<file path="config.mk">
export PLATFORM = sky130hd
export DESIGN_NAME = wb_stage
export DESIGN_NICKNAME = d
export VERILOG_FILES = /design/src/rtl/wb_pkg.sv /design/src/rtl/load_align.sv /design/src/rtl/wb_stage.sv
export SDC_FILE = /design/constraint.sdc
export NUM_CORES = 1
export LEC_CHECK = 0
export CELL_PAD_IN_SITES_DETAIL_PLACEMENT = 0
export CELL_PAD_IN_SITES_GLOBAL_PLACEMENT = 2
export CORE_ASPECT_RATIO = 0.7
export CORE_UTILIZATION = 29
export CTS_CLUSTER_SIZE = 12
export DETAILED_ROUTE_END_ITERATION = 6
export HOLD_SLACK_MARGIN = 0.05
export PLACE_DENSITY_LB_ADDON = 0.1
export SYNTH_ARGS = -nofsm -noshare
export SYNTH_HDL_FRONTEND = slang
export SYNTH_SLANG_ARGS = --single-unit
</file>
<file path="constraint.sdc">
create_clock -name i_clk -period 3.7 [get_ports i_clk]
set_clock_uncertainty 0.2 [all_clocks]
set_input_delay 0.925 -clock i_clk [delete_from_list [all_inputs] [get_ports i_clk]]
set_output_delay 0.925 -clock i_clk [all_outputs]
set_load 0.01 [all_outputs]
</file>
<file path="src/rtl/wb_pkg.sv">
`default_nettype none
// ============================================================================
// Module      : wb_pkg
// Description : Shared types for the writeback stage: load funct3 encodings,
//               load-queue entry layout and the default queue depth.
// Revision    : 1.0
// ============================================================================
package wb_pkg;

    localparam int unsigned LDQ_DEPTH_DEFAULT = 2;

    typedef enum logic [2:0] {
        LD_LB  = 3'b000,
        LD_LH  = 3'b001,
        LD_LW  = 3'b010,
        LD_LBU = 3'b100,
        LD_LHU = 3'b101
    } ld_funct3_e;

    // funct3 is kept raw so unsupported encodings survive to alignment time
    typedef struct packed {
        logic        valid;
        logic        done;
        logic [4:0]  rd;
        logic [2:0]  funct3;
        logic [1:0]  addr_lo;
        logic [31:0] data;
    } ldq_entry_t;

endpackage
`default_nettype wire

</file>
<file path="src/rtl/load_align.sv">
`default_nettype none
// ============================================================================
// Module      : load_align
// Description : Combinational load-data alignment and sign/zero extension.
// Revision    : 1.0
// ============================================================================
module load_align
    import wb_pkg::*;
(
    input  logic [2:0]  i_funct3,
    input  logic [1:0]  i_addr_lo,
    input  logic [31:0] i_raw,
    output logic [31:0] o_data,
    output logic        o_unsupported
);

    logic [7:0]  w_byte;
    logic [15:0] w_half;

    always_comb begin
        w_byte = 8'h00;
        case (i_addr_lo)
            2'd0:    w_byte = i_raw[7:0];
            2'd1:    w_byte = i_raw[15:8];
            2'd2:    w_byte = i_raw[23:16];
            default: w_byte = i_raw[31:24];
        endcase
        w_half = i_addr_lo[1] ? i_raw[31:16] : i_raw[15:0];
    end

    // Unsupported encodings fall back to a full-word load
    always_comb begin
        o_data        = i_raw;
        o_unsupported = 1'b0;
        case (i_funct3)
            LD_LB:   o_data = {{24{w_byte[7]}}, w_byte};
            LD_LH:   o_data = {{16{w_half[15]}}, w_half};
            LD_LW:   o_data = i_raw;
            LD_LBU:  o_data = {24'h000000, w_byte};
            LD_LHU:  o_data = {16'h0000, w_half};
            default: o_unsupported = 1'b1;
        endcase
    end

endmodule
`default_nettype wire

</file>
<file path="src/rtl/wb_stage.sv">
`default_nettype none
// ============================================================================
// Module      : wb_stage
// Description : Writeback stage merging ALU results with in-order load
//               responses; optional forwarding port under WB_FWD_EN.
// Revision    : 1.0
// ============================================================================
module wb_stage
    import wb_pkg::*;
#(
    parameter int unsigned LDQ_DEPTH = LDQ_DEPTH_DEFAULT
) (
    input  logic        i_clk,
    input  logic        i_reset,
    input  logic        i_alu_valid,
    input  logic [4:0]  i_alu_rd,
    input  logic [31:0] i_alu_data,
    output logic        o_alu_ready,
    input  logic        i_ld_issue,
    input  logic [4:0]  i_ld_rd,
    input  logic [2:0]  i_ld_funct3,
    input  logic [1:0]  i_ld_addr_lo,
    output logic        o_ld_issue_ready,
    input  logic        i_ld_resp_valid,
    input  logic [31:0] i_ld_resp_data,
    output logic [4:0]  o_rd_addr,
    output logic [31:0] o_rd_data,
    output logic        o_rd_wren,
    output logic [31:0] o_busy,
    output logic        o_err
`ifdef WB_FWD_EN
    ,
    output logic        o_fwd_valid,
    output logic [4:0]  o_fwd_rd,
    output logic [31:0] o_fwd_data
`endif
);

    localparam int c_PTR_W = (LDQ_DEPTH > 1) ? $clog2(LDQ_DEPTH) : 1;
    localparam int c_CNT_W = $clog2(LDQ_DEPTH + 1);

    ldq_entry_t          r_ldq [LDQ_DEPTH];
    logic [c_PTR_W-1:0]  r_head;
    logic [c_PTR_W-1:0]  r_tail;
    logic [c_PTR_W-1:0]  r_rsp;
    logic [c_CNT_W-1:0]  r_count;
    logic [4:0]          r_rd_addr;
    logic [31:0]         r_rd_data;
    logic                r_rd_wren;
    logic                r_err;

    ldq_entry_t  w_head;
    ldq_entry_t  w_rsp_entry;
    logic        w_pop;
    logic        w_fill;
    logic        w_drop;
    logic        w_issue;
    logic        w_sel_valid;
    logic [4:0]  w_sel_rd;
    logic [31:0] w_sel_data;
    logic [31:0] w_aligned;
    logic        w_unsup;
    logic [31:0] w_busy;

    function automatic logic [c_PTR_W-1:0] ptr_inc(input logic [c_PTR_W-1:0] p);
        return (p == c_PTR_W'(LDQ_DEPTH - 1)) ? '0 : p + 1'b1;
    endfunction

    assign w_head      = r_ldq[r_head];
    assign w_rsp_entry = r_ldq[r_rsp];

    // r_rsp tracks the oldest entry still waiting for memory data
    assign w_pop   = w_head.valid && w_head.done;
    assign w_fill  = i_ld_resp_valid && w_rsp_entry.valid && !w_rsp_entry.done;
    assign w_drop  = i_ld_resp_valid && !w_fill;
    assign w_issue = i_ld_issue && o_ld_issue_ready;

    assign o_ld_issue_ready = (r_count < c_CNT_W'(LDQ_DEPTH));
    assign o_alu_ready      = !w_pop;

    assign w_sel_valid = w_pop || i_alu_valid;
    assign w_sel_rd    = w_pop ? w_head.rd   : i_alu_rd;
    assign w_sel_data  = w_pop ? w_head.data : i_alu_data;

    load_align u_load_align (
        .i_funct3      (w_rsp_entry.funct3),
        .i_addr_lo     (w_rsp_entry.addr_lo),
        .i_raw         (i_ld_resp_data),
        .o_data        (w_aligned),
        .o_unsupported (w_unsup)
    );

    always_ff @(posedge i_clk) begin
        if (i_reset) begin
            for (int i = 0; i < int'(LDQ_DEPTH); i++) begin
                r_ldq[i] <= '0;
            end
            r_head    <= '0;
            r_tail    <= '0;
            r_rsp     <= '0;
            r_count   <= '0;
            r_rd_addr <= '0;
            r_rd_data <= '0;
            r_rd_wren <= 1'b0;
            r_err     <= 1'b0;
        end else begin
            // Issue, fill and pop always target distinct slots
            if (w_issue) begin
                r_ldq[r_tail] <= '{valid: 1'b1, done: 1'b0, rd: i_ld_rd,
                                   funct3: i_ld_funct3, addr_lo: i_ld_addr_lo,
                                   data: 32'h0};
                r_tail <= ptr_inc(r_tail);
            end
            if (w_fill) begin
                r_ldq[r_rsp].data <= w_aligned;
                r_ldq[r_rsp].done <= 1'b1;
                r_rsp <= ptr_inc(r_rsp);
            end
            if (w_pop) begin
                r_ldq[r_head].valid <= 1'b0;
                r_ldq[r_head].done  <= 1'b0;
                r_head <= ptr_inc(r_head);
            end
            case ({w_issue, w_pop})
                2'b10:   r_count <= r_count + 1'b1;
                2'b01:   r_count <= r_count - 1'b1;
                default: r_count <= r_count;
            endcase

            r_rd_wren <= w_sel_valid && (w_sel_rd != 5'd0);
            if (w_sel_valid) begin
                r_rd_addr <= w_sel_rd;
                r_rd_data <= w_sel_data;
            end
            r_err <= r_err | w_drop | (w_fill && w_unsup);
        end
    end

    always_comb begin
        w_busy = 32'h0;
        for (int i = 0; i < int'(LDQ_DEPTH); i++) begin
            if (r_ldq[i].valid) begin
                w_busy[r_ldq[i].rd] = 1'b1;
            end
        end
`ifndef WB_FWD_EN
        // Without a forwarding path the in-flight write is still pending
        if (r_rd_wren) begin
            w_busy[r_rd_addr] = 1'b1;
        end
`endif
        w_busy[0] = 1'b0;
    end

    assign o_busy    = w_busy;
    assign o_rd_addr = r_rd_addr;
    assign o_rd_data = r_rd_data;
    assign o_rd_wren = r_rd_wren;
    assign o_err     = r_err;

`ifdef WB_FWD_EN
    assign o_fwd_valid = r_rd_wren;
    assign o_fwd_rd    = r_rd_addr;
    assign o_fwd_data  = r_rd_data;
`endif

endmodule
`default_nettype wire
</file>
# After elaboration in Yosys (flattened, before gate mapping)
# Memory sizes are Yosys's and may differ from the RTL's. A register that Yosys moved wholly into a read port is not among the register bits.
# Cells that the tools add are included.
[word_totals] ff_bits=44 in_bits=84 n_memories=1 mem_bits_rw=88
[op_classes] n_bitwise=4 n_lt_le_gt_ge=7 reduce_logical=21 add_sub_neg=5 mux=40 eq_ne=8
[mem_list] memory="r_ldq" words=2 width=44 read_ports=4 rd_clocked_by_memory_dff=2 wr=3 line="wb_stage.sv:42" text="ldq_entry_t r_ldq [LDQ_DEPTH];"
[op_table] op="two-way mux 32 bit" n=4
[op_table] op="one-hot mux 32 bit (4 select lines)" n=1
[op_table] op="two-way mux 44 bit" n=2
[op_table] op="OR reduction 44 bit" n=2
[op_table] op="bitwise OR 32 bit" n=2
[op_table] op="two-way mux 1 bit" n=25
[op_table] op="one-hot mux 8 bit (3 select lines)" n=1
[op_table] op="less-than comparator 5 x 6 -> 1 bit, second input constant" n=3
[op_table] op="two-way mux 16 bit" n=1
[op_table] op="demux 1 bit (select 5 bit)" n=3
[op_table] op="greater-or-equal comparator 5 x 1 -> 1 bit, second input constant" n=3
[op_table] op="logical AND 1 bit" n=10
[op_table] op="== test 3 bit, second input constant" n=2
[op_table] op="two-way mux 5 bit" n=1
[op_table] op="nonzero test 5 bit" n=1
[op_table] op="OR reduction 5 bit" n=1
[op_table] op="== test 2 x 1 -> 1 bit, second input constant" n=2
[op_table] op="== test 2 bit, second input constant" n=2
[op_table] op="one-hot mux 2 bit (2 select lines)" n=1
[op_table] op="adder 1 bit, second input constant" n=3
[op_table] op="== test 3 x 1 -> 1 bit, second input constant" n=1
[op_table] op="== test 3 x 2 -> 1 bit, second input constant" n=1
[op_table] op="zero test 1 bit" n=3
[op_table] op="zero test 3 bit" n=1
[op_table] op="other kinds (8)" n=9

# Logic depth before layout (Yosys ltp)
# An unclocked memory read counts as a cell.
[depth] word_depth=10 depth_mapped=7 depth_no_buf=6

# Hierarchy
# Synthesis repeated with hierarchy kept, for this count alone.
[unflattened] hier_cells=724 hier_area_um2=7372.1
[by_module_without_submodules] mod="wb_stage" area_each_um2=6730.2 cells_per_inst=613 n_inst=1 seq_area_each_um2=3523.4
[by_module_without_submodules] mod="load_align" area_each_um2=641.9 cells_per_inst=111 n_inst=1 seq_area_each_um2=0.0

# Worst setup path after synthesis
# No wires, ideal clock.
[synth_timing] path_type="input to register" from="input port i_ld_resp_valid" to="memory r_ldq[0][0] in the netlist's numbering (enable)" n_path_buf=0 stages=2 setup_ns=0.466 setup_slack_ns=-0.287 t_arrival_ns=3.321 cell_sequence="o21ai_1 -> o21ai_0"
[synth_lines] element="start, declared" line="wb_stage.sv:24" text="input logic i_ld_resp_valid,"
[synth_lines] element="end, declared" line="wb_stage.sv:42"

==> results <==
[flip-flops by register name, summed over array words and instances, names as in the netlist, 2 cells and up, named ones only]
signal / flops
r_ldq: 88
r_count: 2
o_rd_data: 32
o_rd_addr: 5
[cell usage after synthesis, types with 12 or more instances]
cell type	count
o21ai_1	18
o21ai_0	19
mux2i_1	40
a21oi_1	25
edfxtp_1	84
a211oi_1	85
and3_1	16
and2_1	20
a21oi_2	19
nor2b_1	34
nor3b_1	15
a22oi_1	30
clkbuf_1	36
nand2_1	78
mux2_2	12
nor2_1	42
dfxtp_1	50
[metal layers]
metal	vias to the layer above	track usage
met4	0	0.04724
met2	170	0.2744
met3	14	0.03963
met1	3103	0.2891
met5	-	0
li1	3009	-
[power breakdown]
group / switching (uW) / total, uW / internal [uW]
combinational: 489 / 851 / 362
sequential: 92.9 / 1830 / 1730
clock: 668 / 1650 / 984
[area by class of cell]
type | count | area (um^2)
clock inverter | 14 | 136.4
clock buffer | 18 | 429.2
multi-input combinational | 521 | 3493
fill | 2479 | 15030
sequential | 134 | 3525
inverter | 11 | 41.29
tap | 325 | 406.6
timing repair buffer | 180 | 1742
[cell families after synthesis]
family | after synthesis | share of synthesized area
other | 1 | 0.0005094
flip-flops | 134 | 0.4786
adder cells (fa/ha/maj) | 1 | 0.001699
multiplexers | 53 | 0.07580
AO/OA/AOI/OAI | 216 | 0.2130
buffers and inverters | 77 | 0.05048
XOR/XNOR | 5 | 0.005949
AND/OR/NAND/NOR | 245 | 0.1740
[critical path: stages (launching register included)]
cell	delay (ns)
edfxtp_1	0.47
nor2_1	0.61
a222oi_1	0.22
inv_1	0.09
clkdlybuf4s50_1	0.53
[metrics by stage]
stage / hold WS, ns / total power, uW / instances / worst slack [ns]
3_3_place_gp: 0.3142 / 2693 / 1171 / 0.5489
4_1_cts: 0.3343 / 4374 / 1203 / 0.1635
6_report: 0.3255 / 4329 / 1203 / 0.2288
2_1_floorplan: 0.2700 / 2329 / 732 / 0.5774
5_1_grt: 0.3614 / 4519 / 1203 / 0.06054
3_5_place_dp: 0.3186 / 2706 / 1171 / 0.4633
[repair_timing]
item | in CTS | in global routing
gates resized for setup | 0 | 1
hold endpoints to repair | 0 | 0
setup endpoints to repair | 0 | 2
[cells in the final DEF (no fill, tap or decap), types with 7 or more instances in the layout]
master           count
nor2b_1             34
mux2_2              12
clkbuf_16           17
nand3_1              7
o21ai_1             18
edfxtp_1            84
a211oi_1            85
dfxtp_1             49
o21ai_0             18
and3_1              16
a222oi_1             9
nor3_1               9
inv_1               10
nand2_1             78
mux2i_1             39
a21oi_2             18
nor2_1              41
buf_4               24
nor3b_1             15
a21oi_1             25
a22oi_1             30
and2_1              20
clkdlybuf4s50_1    153
and3b_1              9
[path summary, 6_finish.rpt]
path,depth (start not counted),endpoint,slack (ns)
setup reg to reg,6,o_rd_data[26],0.96
hold / removal,2,o_err,0.33
hold reg to reg,2,o_err,0.33
setup / recovery,4,o_busy[30],0.23
==> metrics.md <==
| Metric | Value |
|---|---|
| Outcome | `finished with violations` |
| Failing checks | `DRC` |
| CP Launch Type | `flip-flop` |
| Yosys cell types | `50` |
| Worst VDD drop | `345.5 uV` |
| Final WL | `24330 um` |
| DR WL met2 | `10380 um` |
| Clock Tree Root | `clkbuf_16` |
| Hpwl dp | `17690 um` |
| Final Core Density | `0.3940` |
| Routed wire length per instance | `20.22 um` |
| Initial antenna violation count | `0` |
| Diode count | `0` |
| Critical path fanouts, max | `8` |
| TritonRoute pass-1 iters | `7` |
| Leakage | `0.003602 uW` |
| Clock Pin Slew Worst Setup and Hold Paths | `0.06 ns` |
| Share of layout cells above drive strength 1 | `0.1196` |
| Sink Count | `134` |
| Final Max Tran Viols | `0` |
| Final setup violation count | `0` |
| GRT Residual Overflow | `0` |
| Element type at the critical path end | `output pin` |
| RSZ-0062 raised after global routing | `false` |
| RePlAce Congestion | `0.8461` |
| Area of the core | `0.02480 mm^2` |
| Minimum clock period | `3.471 ns` |
| Crit path launch | `r_ldq[1][37]` |
| Met1 wire length | `12550 um` |
| Ys Warns | `0` |
| Count of final hold-check violations | `0` |
| Antenna Nets Post-Route | `0` |
| Hold path startpoint | `o_err` |
| DRC viols | `14` |
| Die H | `135.3 um` |
| Total via count in the routed design | `6296` |
| Port Buf Inserts | `155` |
| Via-to-Cell Ratio | `5.234` |
| Hold Path Class | `flip-flop to flip-flop` |
| Die Wd | `192.4 um` |
| Critical path class | `flip-flop to output pin` |
| Layout area overhead | `32.75%` |
| Worst path arrival time | `2.35 ns` |
| Clock insertion delay at the later pin of the skew report | `0.42 ns` |
| Mapped Cells | `732` |
| Initial DRC count | `492` |
| CTS tree | `yes` |
| Fin area | `0.009773 mm^2` |
| FFs w/ async S/R, synth | `0` |
| Largest net degree at the start of global routing | `74` |
| Syn avg cell area | `10.06 um^2` |
| Most used DFF post-synth | `edfxtp_1` |
| Slew margin rel. | `0.3930` |
| Top post-synthesis cells by area | `edfxtp_1 (34%), dfxtp_1 (14%), a211oi_1 (8.7%)` |
| Vias in the first global route | `6129` |
| Seq cells post-synth | `134` |
| Nets | `950` |
| Leading area contributor after synthesis | `edfxtp_1` |
| Max layer used | `met4` |
| Ports | `157` |
| Actual slew at the worst max-slew pin | `0.9036 ns` |
| Post-synth EDFFs | `84` |
| Die footprint | `0.02604 mm^2` |
| Synthesized Nets | `817` |
| H-tree Lvls | `4` |
| Post-DP Area | `0.009205 mm^2` |
| Worst endpoint required time | `2.57 ns` |
| # rows | `48` |
| CTS Buffer Depth | `2` |
| Hold_buf cts | `0` |
| TritonCTS Buffers | `17` |
| First-pass GRT wire length | `36790 um` |
| Post-Syn Area | `0.007362 mm^2` |
| Tcrit/Tclk final | `0.9382` |
| PwrDens | `443.0 mW/mm^2` |
| Max_cap viols | `0` |
| Setup Fix Bufs, Post-CTS | `0` |
| Met3 wire length | `1190 um` |
| Top-area cell type share of the netlist area | `0.3426` |
| Achievable Freq | `288.1 MHz` |
| GRT Total Usage | `0.1915` |
| Final setup TNS | `0 ns` |
| Seq/Total Area, Yosys | `0.4786` |
| Initial core utilization | `0.2968` |
Power figures use the tool's default switching activity.
==> RTL change, RTL diff (same flow settings) <==
Build with the macro `WB_FWD_EN` defined.
--- a/src/rtl/wb_stage.sv
+++ b/src/rtl/wb_stage.sv
@@ -5,6 +5,8 @@
 //               responses; optional forwarding port under WB_FWD_EN.
 // Revision    : 1.0
 // ============================================================================
+`define WB_FWD_EN
+
 module wb_stage
     import wb_pkg::*;
 #(
Behaviour (old outputs only; new: o_fwd_data, o_fwd_rd and o_fwd_valid): not the same (a bounded check fails within 4 cycles, from zero or initial values and one cycle with i_reset high).
==> RTL change against the original RTL <==
Sequential cell count unchanged; area after synthesis down 3.4%; count of clock-buffer cells in the layout grew 7; sequential share of layout area increased by 0.43 points; design area fell by 1.2%; non-clock buffer count increased by 32; setup slack got worse by 24 ps; total power barely moved; routed wire length is 11% lower; hold slack lost 58 ps; via count fell by 8.3%; largest cell class unchanged; highest routed layer unchanged.
==> RTL change: results (changes against the original RTL) <==
STA
  – Min Hold Slack: 267 ps (-58.2 ps)
  – Tightest Pin Transition: 856 ps (-47.9 ps)

Hold path
  – Hold endpoint: o_fwd_rd[3]$_SDFFE_PP0P_
  – Hold Startpoint: o_fwd_rd[3]$_SDFFE_PP0P_
  – HP Class: flop to flop

Pwr
  – Worst IR Drop VDD: 323 uV (-6.4%)
  – Leakage: 0.00323 uW (-10%)

Yosys
  – Mean post-synth cell area: 10.3 um^2 (+2.4%)
  – Fraction of registers with async set or reset after synthesis: 0% (unchanged)
  – Post-synth cell types: 48 (-4.0%)
  – YS warnings: 0 (unchanged)
  – Top post-synthesis cells by area: edfxtp_1 35%, dfxtp_1 14%, a211oi_1 11%, mux2i_1 6.6%, buf_4 4.2%
  – Post-synth EDFFs: 84 (unchanged)
  – Seq/Total Area, Yosys: 49.6% (+1.7 points)
  – Top post-synthesis cells by count: 102 x a211oi_1, 84 x edfxtp_1, 61 x nor2_1
  – Syn nets: 775 (-5.1%)

Place
  – Final HPWL DP: 15700 um (-11%)
  – # placed instances: 1123 (-4.1%)
  – Routability-driven placement congestion ratio: 0.790 (-6.6%)
  – PortBufs: 193 (+25%)

Worst setup path
  – Largest stage delay on the critical path: 640 ps (+30 ps)
  – Crit-path slowest cell: or3b_2
  – Capturing point of the worst reg2reg path: r_ldq[1][17]$_DFFE_PP_
  – Reg2reg path depth: 5 (-1)
  – Max FO, Critical Path: 7 (-1)
  – Crit. Startpoint: r_ldq[0][37]$_DFFE_PP_
  – Setup crit end: o_busy[8]
  – Worst Path Required: 2570 ps (about the same)

Detailed routing
  – Drt wl/cell: 18.7 um (-7.5%)
  – Detailed-route vias per instance: 5.00 (-4.4%)
  – Post-Route WL: 21600 um (-11%)
  – DR pass1 iterations: 5 (-2)
  – DRT iter0 DRCs: 333 (-32%)

Status
  – Status: finished clean

Finish
  – Top reg by flops: r_ldq
  – # fillers: 2378 (-4.1%)
  – Layout cells sized above 1: 9.08% (-2.9 points)
  – Nets@finish: 909 (-4.3%)

Clock network
  – Total CTS buffers: 17 (unchanged)
  – # resized after CTS: 0 (unchanged)
  – Worst-path clk slew: 60 ps (about the same)
  – Skew-Pair Late Insertion Delay: 410 ps
  – Clock root buffer: clkbuf_16

Global route
  – Vias in the first global route: 5692 (-7.1%)
  – First-pass GRT wire length: 33800 um (-8.1%)
  – Number of antenna violations at the first check in global routing: 0 (unchanged)
  – Largest net degree at the start of global routing: 82 (+11%)
  – Total Routing Usage GR: 17.5% (-1.7 points)
RTL change: changes by cell type in the layout (fill, tap and decap cells not counted), sizes merged, moves of 17 or more:
cell / delta
o21ai: -28
o22ai: +39
a22oi: -28
nor2: +19
and3: -17
a211oi: +17
clkdlybuf4s50: +38
nand2: -57
RTL change: metrics by stage:
step,worst slack [ps],utilization [%],area (um^2)
finish,205,40.5,9660
detailed placement,278,38.0,9080
global route,171,40.5,9660
global placement,303,38.0,9080
floorplan,236,-,7110
CTS,204,40.5,9660
RTL change: cell type report:
cell class	count	area, um^2	area share [%]
flip-flops and latches	134	3520	36.5
inverters	8	30.0	0.311
well taps	318	398	4.12
clock inverters	7	37.5	0.389
clock buffers	25	539	5.58
repair buffers	212	2080	21.5
multi-input cells	451	3050	31.6
RTL change: power by group:
group / internal [uW] / total, uW / switching [uW] / leakage (uW)
logic: 393 / 860 / 467 / 0.00163
clock network: 1010 / 1640 / 635 / 0.000293
registers: 1730 / 1830 / 95.2 / 0.00131
RTL change: critical path, delay by kind of cell (launching register included):
kind | cells | cell delay [ps]
AND/OR/NAND/NOR | 1 | 640
buffers and inverters | 1 | 570
flip-flops | 1 | 490
AO/OA/AOI/OAI | 1 | 260
RTL change: cell families after synthesis:
| kind of cell | share of synthesized area, % |
|---|---|
| AOI/OAI and AO/OA | 20.3 |
| xor gates and xnor gates | 0.616 |
| adders and majority gates | 0.176 |
| buffers and inverters | 7.94 |
| DFF | 49.6 |
| muxes | 7.25 |
| other | 0.0527 |
| and+or+nand+nor | 14.1 |
RTL change: per-layer routing:
metal,vias to the layer above,part of all wire (%),GRT usage [%]
li1,2822,-,-
met1,2739,53,27.3
met2,197,41,24.2
met3,18,5.5,3.53
met4,0,0.99,3.94
met5,-,0,0
